`config.mk`:
```
export PLATFORM = sky130hd
export DESIGN_NAME = signed_max_scanner
export DESIGN_NICKNAME = d
export VERILOG_FILES = /design/src/rtl/signed_max_scanner.sv
export SDC_FILE = /design/constraint.sdc
export NUM_CORES = 1
export LEC_CHECK = 0
export ABC_AREA = 0
export CELL_PAD_IN_SITES_DETAIL_PLACEMENT = 2
export CELL_PAD_IN_SITES_GLOBAL_PLACEMENT = 2
export CORE_ASPECT_RATIO = 0.9
export CORE_MARGIN = 4
export CORE_UTILIZATION = 30
export CTS_BUF_LIST = sky130_fd_sc_hd__clkbuf_8
export CTS_CLUSTER_SIZE = 40
export DETAILED_ROUTE_END_ITERATION = 7
export PLACE_DENSITY = 0.8
export SLEW_MARGIN = 20
export SYNTH_ARGS = -nofsm -noshare
export SYNTH_HDL_FRONTEND = slang
export SYNTH_SLANG_ARGS = --single-unit
```
`constraint.sdc`:
```
create_clock -name clock_i -period 1.76 [get_ports clock_i]
set_input_delay 0.528 -clock clock_i [delete_from_list [all_inputs] [get_ports clock_i]]
set_output_delay 0.528 -clock clock_i [all_outputs]
set_load 0.02 [all_outputs]
```
`src/rtl/signed_max_scanner.sv`:
```
// -----------------------------------------------------------------------------
// signed_max_scanner
// Streams a block of Length words from the source-memory read port and reports
// the largest word seen and its 0-based index. The compare is two's-complement
// when SIGNED=1 and unsigned when SIGNED=0. sign_o flags a replace event, which
// happens when the latest accepted word is strictly larger than the previous
// maximum.
//
// Optional build macro: SCANNER_MIN_TRACK_EN adds min_out_o/min_idx_o. These
// track the strict minimum under the same rules as the maximum.
//
// Ports:
//   clock_i     rising-edge clock
//   resetn_i    asynchronous active-low reset
//   start_i     begin scan (sampled only in IDLE)
//   length_i    words to scan (sampled with start_i)
//   din_i       data word; dvalid_i qualifies it
//   dready_o    word accepted this cycle when dvalid_i is high (SCAN)
//   busy_o      high in SCAN
//   done_o      one-cycle completion pulse
//   max_out_o   running maximum
//   max_idx_o   index of max_out_o
//   sign_o      last accepted word replaced the maximum
//   min_out_o   running minimum       (SCANNER_MIN_TRACK_EN only)
//   min_idx_o   index of min_out_o    (SCANNER_MIN_TRACK_EN only)
// -----------------------------------------------------------------------------
module signed_max_scanner #(
    parameter int WIDTH  = 8,
    parameter int LEN_W  = 8,
    parameter bit SIGNED = 1'b1
) (
    input  logic             clock_i,
    input  logic             resetn_i,
    input  logic             start_i,
    input  logic [LEN_W-1:0] length_i,
    input  logic [WIDTH-1:0] din_i,
    input  logic             dvalid_i,
    output logic             dready_o,
    output logic             busy_o,
    output logic             done_o,
    output logic [WIDTH-1:0] max_out_o,
    output logic [LEN_W-1:0] max_idx_o,
    output logic             sign_o
`ifdef SCANNER_MIN_TRACK_EN
    ,
    output logic [WIDTH-1:0] min_out_o,
    output logic [LEN_W-1:0] min_idx_o
`endif
);

    typedef enum logic [1:0] {
        ST_IDLE = 2'd0,
        ST_SCAN = 2'd1,
        ST_DONE = 2'd2
    } state_e;

    state_e           state_q, state_d;
    logic [LEN_W-1:0] len_q,   len_d;
    logic [LEN_W-1:0] count_q, count_d;
    logic [WIDTH-1:0] max_q,   max_d;
    logic [LEN_W-1:0] idx_q,   idx_d;
    logic             sign_q,  sign_d;
    logic [LEN_W-1:0] cnt_inc_s;
`ifdef SCANNER_MIN_TRACK_EN
    logic [WIDTH-1:0] min_q,   min_d;
    logic [LEN_W-1:0] midx_q,  midx_d;
`endif

    // Strict a > b, with the interpretation fixed by SIGNED.
    function automatic logic is_greater(input logic [WIDTH-1:0] a,
                                        input logic [WIDTH-1:0] b);
        logic res;
        if (SIGNED) begin
            res = ($signed(a) > $signed(b));
        end else begin
            res = (a > b);
        end
        return res;
    endfunction

    // Length never exceeds 2^LEN_W-1, so the incremented count cannot wrap.
    assign cnt_inc_s = count_q + LEN_W'(1);

    // Next-state, counter and result update logic.
    always_comb begin
        state_d = state_q;
        len_d   = len_q;
        count_d = count_q;
        max_d   = max_q;
        idx_d   = idx_q;
        sign_d  = sign_q;
`ifdef SCANNER_MIN_TRACK_EN
        min_d   = min_q;
        midx_d  = midx_q;
`endif
        case (state_q)
            ST_IDLE: begin
                if (start_i) begin
                    if (length_i == {LEN_W{1'b0}}) begin
                        // An empty block completes at once with a zeroed result.
                        state_d = ST_DONE;
                        max_d   = {WIDTH{1'b0}};
                        idx_d   = {LEN_W{1'b0}};
                        sign_d  = 1'b0;
`ifdef SCANNER_MIN_TRACK_EN
                        min_d   = {WIDTH{1'b0}};
                        midx_d  = {LEN_W{1'b0}};
`endif
                    end else begin
                        state_d = ST_SCAN;
                        len_d   = length_i;
                        count_d = {LEN_W{1'b0}};
                    end
                end else begin
                    state_d = ST_IDLE;
                end
            end
            ST_SCAN: begin
                if (dvalid_i) begin
                    count_d = cnt_inc_s;
                    if (count_q == {LEN_W{1'b0}}) begin
                        // The first word seeds the result unconditionally.
                        max_d  = din_i;
                        idx_d  = {LEN_W{1'b0}};
                        sign_d = 1'b0;
`ifdef SCANNER_MIN_TRACK_EN
                        min_d  = din_i;
                        midx_d = {LEN_W{1'b0}};
`endif
                    end else begin
                        // A strict compare keeps the earlier index on ties.
                        if (is_greater(din_i, max_q)) begin
                            max_d  = din_i;
                            idx_d  = count_q;
                            sign_d = 1'b1;
                        end else begin
                            sign_d = 1'b0;
                        end
`ifdef SCANNER_MIN_TRACK_EN
                        if (is_greater(min_q, din_i)) begin
                            min_d  = din_i;
                            midx_d = count_q;
                        end else begin
                            min_d  = min_q;
                        end
`endif
                    end
                    if (cnt_inc_s == len_q) begin
                        state_d = ST_DONE;
                    end else begin
                        state_d = ST_SCAN;
                    end
                end else begin
                    // A stall leaves every register, including sign, unchanged.
                    state_d = ST_SCAN;
                end
            end
            ST_DONE: begin
                state_d = ST_IDLE;
            end
            default: begin
                state_d = ST_IDLE;
            end
        endcase
    end

    // State and result registers; reset clears everything, including mid-scan.
    always_ff @(posedge clock_i or negedge resetn_i) begin
        if (!resetn_i) begin
            state_q <= ST_IDLE;
            len_q   <= {LEN_W{1'b0}};
            count_q <= {LEN_W{1'b0}};
            max_q   <= {WIDTH{1'b0}};
            idx_q   <= {LEN_W{1'b0}};
            sign_q  <= 1'b0;
        end else begin
            state_q <= state_d;
            len_q   <= len_d;
            count_q <= count_d;
            max_q   <= max_d;
            idx_q   <= idx_d;
            sign_q  <= sign_d;
        end
    end

`ifdef SCANNER_MIN_TRACK_EN
    // Minimum-tracking registers.
    always_ff @(posedge clock_i or negedge resetn_i) begin
        if (!resetn_i) begin
            min_q  <= {WIDTH{1'b0}};
            midx_q <= {LEN_W{1'b0}};
        end else begin
            min_q  <= min_d;
            midx_q <= midx_d;
        end
    end

    assign min_out_o = min_q;
    assign min_idx_o = midx_q;
`endif

    // The handshake and status outputs decode only the state register.
    assign dready_o  = (state_q == ST_SCAN);
    assign busy_o    = (state_q == ST_SCAN);
    assign done_o    = (state_q == ST_DONE);
    assign max_out_o = max_q;
    assign max_idx_o = idx_q;
    assign sign_o    = sign_q;

endmodule

```
Yosys cells after proc, flatten, opt, wreduce, memory -nomap -nowiden
Index checks and enable logic that the tools add are counted.

operators by class
  order comparisons = 1
  eq/ne operators = 8
  muxes and demuxes = 28
  reduce and logical (&&, ||, !) cells = 8
  add/sub/neg operators = 1
  bitwise operators = 1

operator list
  operator                                                count
  two-way mux 8 bit                                       11
  case mux 8 bit (2 select lines)                         3
  logical NOT 8 bit                                       2
  adder 8 x 1 -> 8 bit (second input constant)            1
  equality test 8 bit                                     1
  > comparator 8 bit                                      1
  two-way mux 1 bit                                       8
  two-way mux 2 bit                                       4
  inequality test 2 bit (second input constant)           4
  AND reduction 4 bit                                     2
  AND reduction 5 bit                                     1
  case mux 2 bit (2 select lines)                         1
  inequality test 3 x 1 -> 1 bit (second input constant)  1
  AND reduction 3 bit                                     1
  equality test 2 x 1 -> 1 bit (second input constant)    1
  equality test 2 bit (second input constant)             1
  logical NOT 2 bit                                       1
  case mux 1 bit (2 select lines)                         1
  nonzero test 2 bit                                      1
  NOT 1 bit                                               1

storage, ports and cells
  bits in registers = 35
  word-level logic and storage cells = 53
  input port bits = 20

Depth between registers and ports, before layout
Gate-level depths: netlist (run 1).

  depth in word-level cells = 8
  gate-level depth with buffers = 9
  depth with buffers taken out = 8

Least setup slack after synthesis (run 1)
No wires, ideal clock.

  path kind = input to register
  start point = input din_i[7]
  end point = register idx_q[5] (netlist: max_idx_o[5])
  setup time = 125 ps
  setup slack = -317 ps
  stages on the path = 6
  buffers on the path = 0
  arrival time = 1953 ps
  path through = ha_1 nand2_1 a211oi_1 a211oi_1 o31ai_4 mux2_2

on the way
  word-level cells in the longest chain between the ends = 6

ends and longest elaborated chain
  what                                             line  RTL
  start, declared                                  36    input logic [WIDTH-1:0] din_i,
  > comparator 8 bit                               74    res = ($signed(a) > $signed(b));
  two-way mux 1 bit                                121   if (count_q == {LEN_W{1'b0}}) begin
  two-way mux 1 bit                                119   if (dvalid_i) begin
  two-way mux 1 bit                                96    case (state_q)
  inequality test 3 x 1 -> 1 bit (no source line)  --
  AND reduction 5 bit (no source line)             --
  end signal, assigned                             174   idx_q <= {LEN_W{1'b0}};
  end signal, assigned                             181   idx_q <= idx_d;
  end, declared                                    61    logic [LEN_W-1:0] idx_q, idx_d;

Every way passes these cells. The select of a mux whose other input is x is not followed.
A chain may end at the register's enable or synchronous reset.

Worst setup path in the final report (run 1)
  start point = input din_i[2]
  end point = register idx_q[6] (netlist: max_idx_o[6])

Same word-level chain as after synthesis.

==> results of run 1 <==
## metrics by stage
step	cells	cell area, um2
3_3_place_gp	374	2935
6_report	396	3440
4_1_cts	392	3254
2_1_floorplan	209	2111
5_1_grt	396	3440
3_5_place_dp	374	2935
## power by group
part / switching [mW] / internal [mW] / leakage [nW]
combinational: 2.00 / 1.88 / 1.09
sequential: 0.356 / 1.11 / 0.436
clock: 0.334 / 0.311 / 0.0524
## flip-flops by register name, indices dropped and copies added, names as in the netlist
register / cells
count_q: 8
len_q: 8
max_idx_o: 8
max_out_o: 8
state_q: 2
sign_o: 1
## worst paths after layout
kind,from,endpoint,slack (ps),depth (start not counted)
worst min register to register,sign_o$_DFFE_PN0P_,sign_o$_DFFE_PN0P_,500,1
worst max register to register,max_out_o[5]$_DFFE_PN0P_,max_idx_o[6]$_DFFE_PN0P_,-480,8
max in group asynchronous,resetn_i,max_out_o[4]$_DFFE_PN0P_,930,2
worst min-delay path,length_i[7],len_q[7]$_DFFE_PN0P_,480,2
worst max-delay path,din_i[2],max_idx_o[6]$_DFFE_PN0P_,-490,8
min in group asynchronous,resetn_i,state_q[1]$_DFF_PN0_,600,2
## cell usage in the layout (no fill, tap or decap), types with 6 or more instances in the layout
cell type      instances
buf_2                 12
inv_2                  8
o21ai_1                6
buf_4                 54
clkbuf_8               6
inv_1                 14
nand2_1               22
a21oi_1                6
buf_6                  8
mux2i_1                9
ha_4                   9
dlygate4sd2_1         15
nor2_1                 6
mux2_2                 7
dfrtp_2                6
dfrtp_1               29
## cells in the mapped netlist, drive strengths merged, types with 4 or more instances
cell type	count	area [um2]
dfrtp	35	875.8
nand2	23	86.33
inv	22	82.58
a21oi	11	58.81
mux2i	11	110.1
ha	10	125.1
mux2	10	112.6
o21ai	10	50.04
nor2	9	38.79
xnor2	7	61.31
buf	6	38.79
nand3	6	30.03
clkbuf	5	18.77
nand4	4	25.02
nor3	4	20.02
o31ai	4	43.79
## routing by layer
| layer | track usage [%] | wire length, um | part of all wire [%] | vias up |
|---|---|---|---|---|
| li1 | - | - | - | 917 |
| met1 | 28.59 | 4347 | 42 | 1057 |
| met2 | 45.13 | 5375 | 52 | 54 |
| met3 | 3.158 | 298 | 2.9 | 21 |
| met4 | 7.864 | 310 | 3.0 | 0 |
| met5 | 0 | 0 | 0 | - |
## cell type report
cell class	instances	area, um2
clock buffer	6	82.58
clock inverter	2	8.758
fill	673	3147
inverter	22	85.08
multi-input combinational	141	1459
sequential	35	883.3
tap	90	112.6
timing repair buffer	100	808.3
## cell families (layout without fill, tap and decap cells)
| group | count (synthesis) | in the layout | synth area share, % |
|---|---|---|---|
| fa+ha+maj | 10 | 10 | 6.169 |
| compound gates | 40 | 40 | 13.57 |
| flops | 35 | 35 | 43.18 |
| simple gates | 61 | 61 | 15.30 |
| mux | 21 | 21 | 10.98 |
| xor+xnor | 9 | 9 | 3.887 |
| buf+inv | 33 | 130 | 6.910 |
## what timing repair did
item,4_1_cts,5_1_grt
endpoints found under the hold margin,0,0
setup buffers,10,4
gates cloned,0,0
setup endpoints to repair,55,28
resized for setup,131,48
pin swaps,26,12
==> metrics.yaml, run 1 <==
power:
  power_mw: 5.995
  leakagePower_nw: 1.581
  p_per_area_nw_per_um2: 1743
  ir_drop_mv: 0.7541
layout:
  syn_to_final_growth_pct: 69.59
  final_util_pct: 52.22
  layout-drive-gt1-share_pct: 55.23
  antenna_cells: 0
  nNetsFinal: 335
sta:
  slew_headroom_pct: 69.08
  holdWs_ps: 483.3
  fin_skew_ps: 22.37
  fmax_ghz: 0.4454
  worst_slew_pin_slew_ps: 460.5
  rsz0062_at_grt: "yes"
  finalHoldViolCount: 0
  drv_slew: 0
  post-route-period-util_pct: 127.6
  finalSetupViolCount: 34
  fin_tns_setup_ps: -7720
  period_minus_slack_ps: 2245
  setup_ws_ps: -485.3
critical_path:
  end_kind: "flip-flop"
  crit_slowest_cell: "a211oi_4"
  cp_cell_sequence: "clkdlybuf4s15_2 > ha_4 > nand4_1 > o22a_1 > a211oi_4 > o31ai_4 > buf_6 > mux2_4"
  cpLargestDelayFamily: "compound AO/OA/AOI/OAI gates"
  crit_type: "input port to flip-flop"
  worstPathArrival_ps: 2430
  start_kind: "input port"
  cp_max_fo: 3
  cp.required_ps: 1940
  critPathMaxStageDelay_ps: 370
  critPathBufInv: 2
synth:
  yosysSeqAreaShare_pct: 43.18
  yosysWarnings: 0
  synth_edf_count: 0
  postSynthCellCount: 209
  syn_area_um2: 2028
  synth_nets: 239
  ys_ff_latch: 35
  syn_area_per_cell_um2: 9.704
  ys.flop_type: "dfrtp_1"
  yosysUniqueCellTypes: 44
  ys_async_sr_fraction_pct: 100.0
place:
  place.gp.congestion: 0.7976
  io_buffers: 39
  pre_cts_slack_ps: -1017
  dp_hpwl_um: 5788
worst_hold_path:
  min_path_type: "input port to flip-flop"
die:
  ios: 40
  fp.dieW_um: 94.67
  die_h_um: 86.01
  die_area_um2: 8142
  num_rows: 28
  initial_core_util_pct: 30.79
  core_um2: 6586
clocking:
  htree_levels: 2
  cts_tree: "done"
  hold_buffers: 0
  clock_latency_ps: 310
  cts_root_buf: "clkbuf_8"
  cts_sinks: 35
  numCtsBuffers: 5
  clock_path_buffers: 2
  clk_pin_slew_ps: 90
global_route:
  grt_pass1_wl_um: 14620
  grt_remaining_overflow: 0
  antenna_found_initial: 0
  grt_usage_pct: 24.30
  grt_max_degree: 36
  grt_pass1_vias: 2507
outcome:
  violations: "setup timing"
  status: "finished with violations"
job:
  maxCapViolations: 0
routing:
  drc: 0
  final_antenna_net_count: 0
  via_per_inst: 5.174
  drt_pass1_iterations: 4
  wl_per_cell_um: 26.09
  wl_um: 10330
  via_count: 2049
  drt_iter0_markers: 67
Note: power is estimated with default switching activity, not from simulation.
==> run 2: changes to the inputs <==
Settings changed: CTS_CLUSTER_SIZE 40 to not set.
==> results of run 2 <==
Same layout as run 1: the final DEF is identical, and so are final timing and power.
==> run 3: changes to the inputs <==
Settings changed: GPL_TIMING_DRIVEN set to 1.
==> results of run 3 <==
Same layout as run 1: the final DEF is identical, and so are final timing and power.
